--- src/rtl/booth_pkg.sv ---
// Shared definitions for the Booth multiply-accumulate datapath: product width,
// accumulator FSM encoding and saturation bound helpers.
package booth_pkg;

  localparam int PROD_W = 16;

  typedef enum logic [1:0] {
    IDLE = 2'd0,
    ACC  = 2'd1,
    DONE = 2'd2
  } state_t;

  // Bounds are returned at 64 bits; callers keep the low aw bits.
  function automatic logic signed [63:0] sat_max(input int aw);
    return (64'sd1 <<< (aw - 1)) - 64'sd1;
  endfunction

  function automatic logic signed [63:0] sat_min(input int aw);
    return -(64'sd1 <<< (aw - 1));
  endfunction

endpackage

--- src/rtl/sat_add_signed.sv ---
// Combinational signed adder that clamps to the representable AW-bit range
// instead of wrapping, and flags when it had to clamp.
module sat_add_signed
  import booth_pkg::*;
#(
  parameter int AW = 24
) (
  input  logic [AW-1:0] a,
  input  logic [AW-1:0] b,
  output logic [AW-1:0] y,
  output logic          ovf
);

  localparam logic signed [63:0] MAX_W = sat_max(AW);
  localparam logic signed [63:0] MIN_W = sat_min(AW);
  localparam logic [AW-1:0]      MAX_C = MAX_W[AW-1:0];
  localparam logic [AW-1:0]      MIN_C = MIN_W[AW-1:0];

  logic [AW:0] sum_s;

  // One guard bit: overflow exactly when the top two sum bits disagree.
  always_comb begin
    sum_s = {a[AW-1], a} + {b[AW-1], b};
    ovf   = sum_s[AW] ^ sum_s[AW-1];
    if (!ovf) begin
      y = sum_s[AW-1:0];
    end else if (sum_s[AW]) begin
      y = MIN_C;
    end else begin
      y = MAX_C;
    end
  end

endmodule

--- src/rtl/booth_mac_accum.sv ---
// Accumulates up to LEN signed Booth products into one saturating dot product,
// with valid/ready on both sides and a synchronous abort.
module booth_mac_accum
  import booth_pkg::*;
#(
  parameter int PW  = PROD_W,
  parameter int AW  = 24,
  parameter int LEN = 8,
  parameter int CW  = 4
) (
  input  logic          clk,
  input  logic          rst,
  input  logic          clear,
  input  logic          in_valid,
  output logic          in_ready,
  input  logic [PW-1:0] in_prod,
  input  logic          in_last,
  output logic          out_valid,
  input  logic          out_ready,
  output logic [AW-1:0] out_acc,
  output logic [CW-1:0] out_count,
  output logic          out_sat
);

  localparam logic [CW-1:0] LEN_C = CW'(LEN);

  state_t        state_r;
  logic [AW-1:0] acc_r;
  logic [CW-1:0] cnt_r;
  logic          sat_r;
  logic          out_valid_r;

  logic [AW-1:0] prod_ext_s;
  logic [AW-1:0] sum_s;
  logic          ovf_s;
  logic [CW-1:0] cnt_nxt_s;
  logic          in_xfer_s;
  logic          out_xfer_s;

  assign prod_ext_s = AW'($signed(in_prod));
  assign cnt_nxt_s  = cnt_r + CW'(1);
  assign in_xfer_s  = in_valid & in_ready;
  assign out_xfer_s = out_valid_r & out_ready;

  sat_add_signed #(.AW(AW)) u_sat_add (
    .a   (acc_r),
    .b   (prod_ext_s),
    .y   (sum_s),
    .ovf (ovf_s)
  );

  // Upstream is stalled only while a finished result waits to be taken.
  always_comb begin
    in_ready = 1'b1;
    case (state_r)
      IDLE:    in_ready = 1'b1;
      ACC:     in_ready = 1'b1;
      DONE:    in_ready = 1'b0;
      default: in_ready = 1'b1;
    endcase
  end

  // Accumulator FSM; clear wins over any same-cycle handshake.
  always_ff @(posedge clk or posedge rst) begin
    if (rst) begin
      state_r     <= IDLE;
      acc_r       <= '0;
      cnt_r       <= '0;
      sat_r       <= 1'b0;
      out_valid_r <= 1'b0;
    end else if (clear) begin
      state_r     <= IDLE;
      acc_r       <= '0;
      cnt_r       <= '0;
      sat_r       <= 1'b0;
      out_valid_r <= 1'b0;
    end else begin
      case (state_r)
        IDLE: begin
          if (in_xfer_s) begin
            acc_r <= prod_ext_s;
            cnt_r <= CW'(1);
            sat_r <= 1'b0;
            if (in_last || (LEN_C == CW'(1))) begin
              state_r     <= DONE;
              out_valid_r <= 1'b1;
            end else begin
              state_r     <= ACC;
              out_valid_r <= 1'b0;
            end
          end
        end
        ACC: begin
          if (in_xfer_s) begin
            acc_r <= sum_s;
            cnt_r <= cnt_nxt_s;
            sat_r <= sat_r | ovf_s;
            if (in_last || (cnt_nxt_s == LEN_C)) begin
              state_r     <= DONE;
              out_valid_r <= 1'b1;
            end
          end
        end
        DONE: begin
          if (out_xfer_s) begin
            state_r     <= IDLE;
            acc_r       <= '0;
            cnt_r       <= '0;
            sat_r       <= 1'b0;
            out_valid_r <= 1'b0;
          end
        end
        default: begin
          state_r     <= IDLE;
          acc_r       <= '0;
          cnt_r       <= '0;
          sat_r       <= 1'b0;
          out_valid_r <= 1'b0;
        end
      endcase
    end
  end

  assign out_valid = out_valid_r;
  assign out_acc   = acc_r;
  assign out_count = cnt_r;
  assign out_sat   = sat_r;

endmodule

--- config.mk ---
export PLATFORM = sky130hd
export DESIGN_NAME = booth_mac_accum
export DESIGN_NICKNAME = d
export VERILOG_FILES = /design/src/rtl/booth_pkg.sv /design/src/rtl/sat_add_signed.sv /design/src/rtl/booth_mac_accum.sv
export SDC_FILE = /design/constraint.sdc
export NUM_CORES = 1
export LEC_CHECK = 0
export CAP_MARGIN = 20
export CORE_MARGIN = 4
export CORE_UTILIZATION = 55
export DETAILED_ROUTE_END_ITERATION = 10
export PLACE_DENSITY = 0.92
export SYNTH_ARGS = -nofsm -noshare
export SYNTH_HDL_FRONTEND = slang
export SYNTH_SLANG_ARGS = --single-unit
--- constraint.sdc ---
create_clock -name clk -period 5.65 [get_ports clk]
set_input_delay 0.565 -clock clk [delete_from_list [all_inputs] [get_ports clk]]
set_output_delay 0.565 -clock clk [all_outputs]
set_load 0.005 [all_outputs]
# Word level (Yosys, flattened, before mapping)
# Cells that the tools add are included.
dict set report classes {
  addsub 2
  eq_ne 7
  mux 31
  n_bitwise 4
  reduce_logical 4
}
# operator n
set op_table {}
lappend op_table {{24-bit 2-to-1 mux} 6}
lappend op_table {{24-bit case mux with 3 select lines} 1}
lappend op_table {{24-bit by 16-bit adder with 25-bit output} 1}
lappend op_table {{4-bit 2-to-1 mux} 4}
lappend op_table {{2-bit 2-to-1 mux} 6}
lappend op_table {{3-bit inequality test, second input constant} 4}
lappend op_table {{4-bit case mux with 3 select lines} 1}
lappend op_table {{1-bit 2-to-1 mux} 10}
lappend op_table {{1-bit case mux with 3 select lines} 2}
lappend op_table {{2-bit case mux with 3 select lines} 1}
lappend op_table {{4-bit by 1-bit adder with 4-bit output, second input constant} 1}
lappend op_table {{4-bit == test, second input constant} 1}
lappend op_table {{4-bit AND reduction} 1}
lappend op_table {{3-bit AND reduction} 1}
lappend op_table {{1-bit bitwise AND} 2}
lappend op_table {{2-bit by 1-bit == test with 1-bit output, second input constant} 1}
lappend op_table {{2-bit == test, second input constant} 1}
lappend op_table {{2-bit zero test} 1}
lappend op_table {{1-bit logical OR} 1}
lappend op_table {{1-bit bitwise OR} 1}
lappend op_table {{1-bit bitwise XOR} 1}
dict set report word_totals {
  register_bits 32
  in_bits 22
  out_inout_bits 31
  word_cells 53
}

# Depth between registers and ports, before layout
# Gate-level depths: netlist of the first run.
dict set report depth {
  depth_word 7
  ltp_mapped 11
  ltp_nobuf 10
}

# By module
# From an unflattened synthesis of the first run, not the netlist that was laid out.
dict set report unflattened {
  hier_cells 412
  hier_area_um2 3355.7
}
# mod n_inst cells_per_inst area_per_inst_um2 seq_area_each_um2
set by_module_without_submodules {}
lappend by_module_without_submodules {sat_add_signed 1 282 1911.8 0.0}
lappend by_module_without_submodules {booth_mac_accum 1 130 1443.9 775.7}

# Worst setup path after synthesis of the first run
# No wires, ideal clock.
dict set report synth_timing {
  path_kind {in2reg}
  startpoint {input port in_prod[0]}
  endpoint {register acc_r[10] (netlist: out_acc[10])}
  setup_ns 0.127
  arrival_time_ns 2.728
  required_time_ns 5.523
  setup_slack_ns 2.796
  cell_stages 10
  n_path_buf 1
  cell_sequence {ha_1 > fa_1 > a211oi_2 > o211ai_2 > a311oi_4 > a21boi_4 > a211oi_2 > a211o_1 > buf_2 > o21ai_1}
}
dict set report synth_between {
  elab_chain_cells 6
  word_cells_on_any_way 7
  classes_between {add/sub (1); mux (5); bitwise (1)}
}
# item line
set synth_rtl {}
lappend synth_rtl {{from (decl)} booth_mac_accum.sv:16} ;# input logic [PW-1:0] in_prod,
lappend synth_rtl {{24-bit by 16-bit adder with 25-bit output *} sat_add_signed.sv:23} ;# sum_s = {a[AW-1], a} + {b[AW-1], b};
lappend synth_rtl {{24-bit 2-to-1 mux / 1-bit bitwise XOR (equally long branches)} {sat_add_signed.sv:27, sat_add_signed.sv:24}}
lappend synth_rtl {{24-bit 2-to-1 mux *} sat_add_signed.sv:25} ;# if (!ovf) begin
lappend synth_rtl {{24-bit 2-to-1 mux *} booth_mac_accum.sv:94} ;# if (in_xfer_s) begin
lappend synth_rtl {{24-bit case mux with 3 select lines *} booth_mac_accum.sv:78} ;# case (state_r)
lappend synth_rtl {{24-bit 2-to-1 mux *} booth_mac_accum.sv:71} ;# end else if (clear) begin
lappend synth_rtl {{to (signal assigned)} booth_mac_accum.sv:81} ;# acc_r <= prod_ext_s;
lappend synth_rtl {{to (signal assigned)} booth_mac_accum.sv:95} ;# acc_r <= sum_s;
lappend synth_rtl {{to (decl)} booth_mac_accum.sv:28} ;# logic [AW-1:0] acc_r;
# Every way passes the cells marked *; elsewhere a longest branch is shown, timed or not. The select of a mux whose other input is x is not followed.
# A chain may end at the register's enable or synchronous reset.

# Final worst setup path of the first run
dict set report layout_timing {
  startpoint {input port in_prod[0]}
  endpoint {register acc_r[14] (netlist: out_acc[14])}
}
# The elaborated chain is that of the path after synthesis.

==> impl_metrics.yaml, run 1 <==
status:
  status: "complete, no violations"
pwr:
  ir_drop_v: 0.000180
  powerDensity_nw_per_um2: 231
  p_leak_nw: 1.48
placement:
  dp.cells: 449
  pre_cts_ws_ns: 1.69
  hpwl_um: 5320
  place.gp.congestion: 0.884
  port_buffers: 52
yosys:
  ys_types: 54
  synth_compound_gate_area_share: 0.368
  syn_area_um2: 2860
  synth.avg_cell_area_um2: 8.40
  ys.warnings.count: 0
  yosys.area_share.simple: 0.140
  synth_edf_count: 0
  yosys.area_share.adder: 0.116
  synth-xor-area-share: 0.0581
  synth_top_area_share: 0.271
  ys_seq_elements: 31
  seq_area_frac_synth: 0.271
  synth_nets: 389
  synth_mux_area_frac: 0.00349
  synth_top_family_by_area: "compound AO/OA/AOI/OAI gates"
  post-synth-top-area-cell: "dfrtp_1"
  synthCells: 341
  synthTopCellsByArea: "dfrtp_1 27%, ha_1 11%, a21oi_1 7.9%"
  synth-async-reset-ratio: 1.00
  synth_flop_cell: "dfrtp_1"
clock_network:
  h-tree-depth: 2
  cts_buffer_depth: 2
  insertion_delay_ns: 0.29
  cts_buffers: 5
  ctsHoldBuffers: 0
  path_clk_slew_ns: 0.07
  ctsResizeCount: 0
  cts_root_buffer: "clkbuf_8"
  cts_tree: "done"
  clock-sinks: 31
  postCtsSetupRepairBufs: 0
setup_path:
  r2r-end: "out_acc[14]"
  critical_path_class: "input pin to flop"
  crit_end: "out_acc[14]"
  worstPathRequired_ns: 5.81
  crit_top_cell: "a211oi_2"
  r2r_start: "out_acc[0]"
  r2r_setup_slack_ns: 2.24
  cp-start-kind: "input pin"
  critPathMaxFanout: 22
  end_kind: "flop"
  path_cells: "clkdlybuf4s50_1 -> ha_1 -> fa_1 -> a211oi_2 -> o211ai_2 -> a311oi_4 -> a21boi_4 -> a211oi_2 -> a211o_1 -> and2_1 -> a31oi_1"
  worst_path_max_delay_cell: "a211o_1"
  worst_path_largest_cell_delay_ns: 0.65
  setup.worst_path.start: "in_prod[0]"
  worstPathArrival_ns: 3.90
  reg2reg_depth: 10
die:
  fp.coreArea_um2: 5070
  die_area_um2: 6430
  die_h_um: 80.2
  initial_core_util: 0.564
  rows: 26
  io_pins: 53
  die-width_um: 80.2
detailed_routing:
  drtAntennaViolNets: 0
  wirelength_um: 7200
  wl_per_cell_um: 15.7
  dr.pass1.iters: 5
  drt_iter0_drc: 212
  vias: 2815
  vias_per_cell: 6.15
  drc: 0
global_routing:
  overflow: 0
  grt_pass1_wl_um: 12300
  grt_pass1_vias: 2741
  grt.total_usage: 0.238
  grt_max_degree: 34
  antenna_found_initial: 0
timing:
  slew_violations: 0
  rsz0062_at_grt: "no"
  setup_ws_ns: 1.91
  finalSetupViolCount: 0
  relSlewSlack: 0.518
  post-route-period-util: 0.662
  holdWs_ns: 0.522
  tns_ns: 0
  worst_clock_skew_ns: 0.00288
  tightestPinTransition_ns: 0.723
  final_hold_viol_count: 0
  finalWorstPathRequiredPeriod_ns: 3.74
  max_freq_mhz: 267
cells_and_area:
  register_area_um2: 776
  fill_cells: 445
  layoutNonFillerInstCount: 458
  diodes: 0
  mostFrequentLayoutCells: "52 x clkdlybuf4s50_1, 45 x a21oi_1, 31 x dfrtp_1"
  fin_util: 0.690
  multi_input_area_um2: 1970
  area_growth_pct: 22.3
  nNetsFinal: 435
  drive_above_1_share: 0.0979
  final_common_cell: "clkdlybuf4s50_1"
hold_path:
  hold_path_class: "flop to flop"
  hp-start: "out_acc[23]"
run:
  maxCapViolations: 0
synth_stat cells, drive strengths merged (3+ instances only):
cell,instances
nor2b,4
o21ai,41
nor2,22
a21o,7
a211oi,3
nor3,3
a21boi,5
ha,25
nand2b,6
and2,6
nand2,22
a21oi,58
xor2,8
o211ai,6
clkbuf,9
a31oi,6
nand3,11
buf,7
dfrtp,31
a22oi,15
inv,10
xnor2,11
stage by stage:
stage	cell area (µm²)	power [mW]
after floorplan	2860	0.521
after global placement	3410	0.619
after detailed placement	3410	0.629
after CTS	3490	0.804
after global routing	3500	0.867
final	3500	0.808
sequential cells by signal, indices dropped and copies added (netlist names):
signal / flops
out_acc: 24
out_count: 4
state_r: 2
out_sat: 1
logic make-up (layout without fill, tap and decap cells):
group	Yosys count	after routing
xor+xnor	19	19
simple gates	82	82
compound gates	156	156
mux	1	1
buf+inv	26	73
flops	31	31
fa+ha+maj	26	26
area by class of cell:
type                    count  area share
repair buffers             55       0.157
flip-flops and latches     31       0.221
inverters                  10      0.0107
well taps                  70      0.0250
multi-input cells         284       0.563
clock buffers               7      0.0218
clock inverters             1     0.00143
routing by layer:
layer  wire length, µm  GRT usage  share of wire  vias to the layer above
li1                  -          -              -                     1362
met1              3120      0.286           0.43                     1340
met2              3610      0.430           0.50                      102
met3               373     0.0381          0.052                       11
met4                91     0.0726          0.013                        0
met5                 0          0              0                        -
critical path: cells and delay by family:
kind / cells / cell delay, ns
compound gates: 7 / 1.95
fa+ha+maj: 2 / 0.70
buf+inv: 1 / 0.43
simple gates: 1 / 0.23
power breakdown:
group / switching [mW] / leakage [nW] / internal (mW)
clock: 0.0849 / 0.0422 / 0.0864
combinational: 0.202 / 1.02 / 0.172
sequential: 0.0212 / 0.415 / 0.242
worst min path at each step:
stage                     slack (ns)  depth (start not counted)            to
after global routing            0.57                          2   out_acc[23]
after global placement          0.52                          1  out_count[3]
after detailed placement        0.51                          2   out_acc[23]
after CTS                       0.52                          2   out_acc[23]
after floorplan                 0.49                          2   out_acc[23]
final                           0.52                          2   out_acc[23]
Note: power is estimated with default switching activity, not from simulation.
==> run 2, diff against run 1 <==
CORE_UTILIZATION = 48   (was 55)
PLACE_DENSITY = 0.86   (was 0.92)
clock period = 3 ns   (was 5.65 ns; I/O delays follow)
==> impl_metrics.yaml, run 2 (synthesis results as in run 1) <==
cells_and_area:
  nNetsFinal: 472
  diodes: 0
  final_common_cell: "clkdlybuf4s50_1"
  fin_util: 0.683
  layoutNonFillerInstCount: 497
  area_growth_pct: 34.5
  mostFrequentLayoutCells: "52 x clkdlybuf4s50_1, 45 x a21oi_1, 37 x buf_4"
  fill_cells: 451
  largest_reg_flops: 24
  drive_above_1_share: 0.184
setup_path:
  cp-start-kind: "input pin"
  crit_end: "out_acc[22]"
  reg2reg_depth: 11
  r2r-end: "out_acc[22]"
  worstPathRequired_ns: 3.17
  end_kind: "flop"
  critPathMaxFanout: 4
  worstPathArrival_ns: 2.98
  r2r_start: "out_acc[0]"
  critical_path_class: "input pin to flop"
  setup.worst_path.start: "in_prod[0]"
  r2r_setup_slack_ns: 0.26
die:
  die-width_um: 85.2
  fp.coreArea_um2: 5640
  io_pins: 53
  initial_core_util: 0.508
  rows: 27
  die_h_um: 85.2
  die_area_um2: 7270
placement:
  place.gp.congestion: 0.964
  pre_cts_ws_ns: -0.154
  port_buffers: 52
  hpwl_um: 5970
  dp.cells: 489
timing:
  finalWorstPathRequiredPeriod_ns: 2.81
  finalSetupViolCount: 0
  rsz0062_at_grt: "no"
  relSlewSlack: 0.724
  worst_clock_skew_ns: 0.00778
  slew_violations: 0
  setup_ws_ns: 0.188
  post-route-period-util: 0.937
  tightestPinTransition_ns: 0.414
  tns_ns: 0
  max_freq_mhz: 356
  final_hold_viol_count: 0
run:
  maxCapViolations: 0
clock_network:
  path_clk_slew_ns: 0.07
  cts_tree: "done"
  insertion_delay_ns: 0.28
  clock-sinks: 31
  cts_buffer_depth: 2
  cts_buffers: 5
  h-tree-depth: 2
  cts_root_buffer: "clkbuf_8"
  ctsHoldBuffers: 0
pwr:
  total_power_mw: 1.73
  p_leak_nw: 1.69
  ir_drop_v: 0.000312
  powerDensity_nw_per_um2: 450
detailed_routing:
  wirelength_um: 7900
  drc: 0
  drtAntennaViolNets: 0
  drt_iter0_drc: 196
  vias: 2968
  vias_per_cell: 5.97
  dr.pass1.iters: 5
  wl_per_cell_um: 15.9
global_routing:
  antenna_found_initial: 0
  grt_max_degree: 34
  overflow: 0
  grt.total_usage: 0.219
  grt_pass1_wl_um: 13300
  grt_pass1_vias: 2903
hold_path:
  hold_path_class: "input pin to async pin"
status:
  status: "complete, no violations"
run 2: cell count changes in the layout (fill, tap and decap cells not counted), sizes merged:
cell and change:
buf +37, bufinv +1, clkbuf -1
run 2: area by class of cell:
cell class,instances,area [µm²],share of cell area
inverters,10,37.5,0.00975
clock buffers,6,82.6,0.0214
flip-flops and latches,31,776,0.201
repair buffers,92,858,0.223
clock inverters,2,35.0,0.00910
multi-input cells,284,1970,0.512
well taps,72,90.1,0.0234
run 2: power by group:
part / switching [mW] / internal [mW]
clock network: 0.171 / 0.269
registers: 0.0408 / 0.455
logic: 0.406 / 0.392
total: 0.617 / 1.12
run 2: worst min path at each step:
stage                               to  slack (ns)  cells past startpoint
after floorplan             state_r[1]        0.37                      1
after global placement     out_acc[23]        0.52                      2
after detailed placement   out_acc[23]        0.52                      2
after CTS                 out_count[3]        0.41                      3
after global routing           out_sat        0.46                      3
final                     out_count[3]        0.40                      3
run 2: routing by layer:
layer,part of all wire,global-route usage,vias up
met5,0,0,-
met4,0.017,0.0604,0
met3,0.065,0.0379,16
met2,0.47,0.370,103
met1,0.44,0.288,1411
li1,-,-,1438
run 2: what timing repair did:
item,in CTS,in global routing
gates resized for setup,0,1
buffers inserted,0,0
endpoints found under the setup margin,0,19
run 2: critical path: stages:
cell and delay, ns:
clkdlybuf4s50_1 0.43, ha_1 0.24, fa_1 0.40, a211oi_2 0.24
o211ai_2 0.14, a311oi_4 0.29, buf_4 0.19, a21oi_1 0.08
o41a_1 0.33, xnor2_1 0.14, a21oi_1 0.12, o21ai_1 0.06
run 2: metrics by stage:
step	hold WS, ns	instance area (µm²)
final	0.404	3850
after floorplan	0.366	2860
after CTS	0.413	3850
after detailed placement	0.521	3730
after global routing	0.461	3850
after global placement	0.519	3730
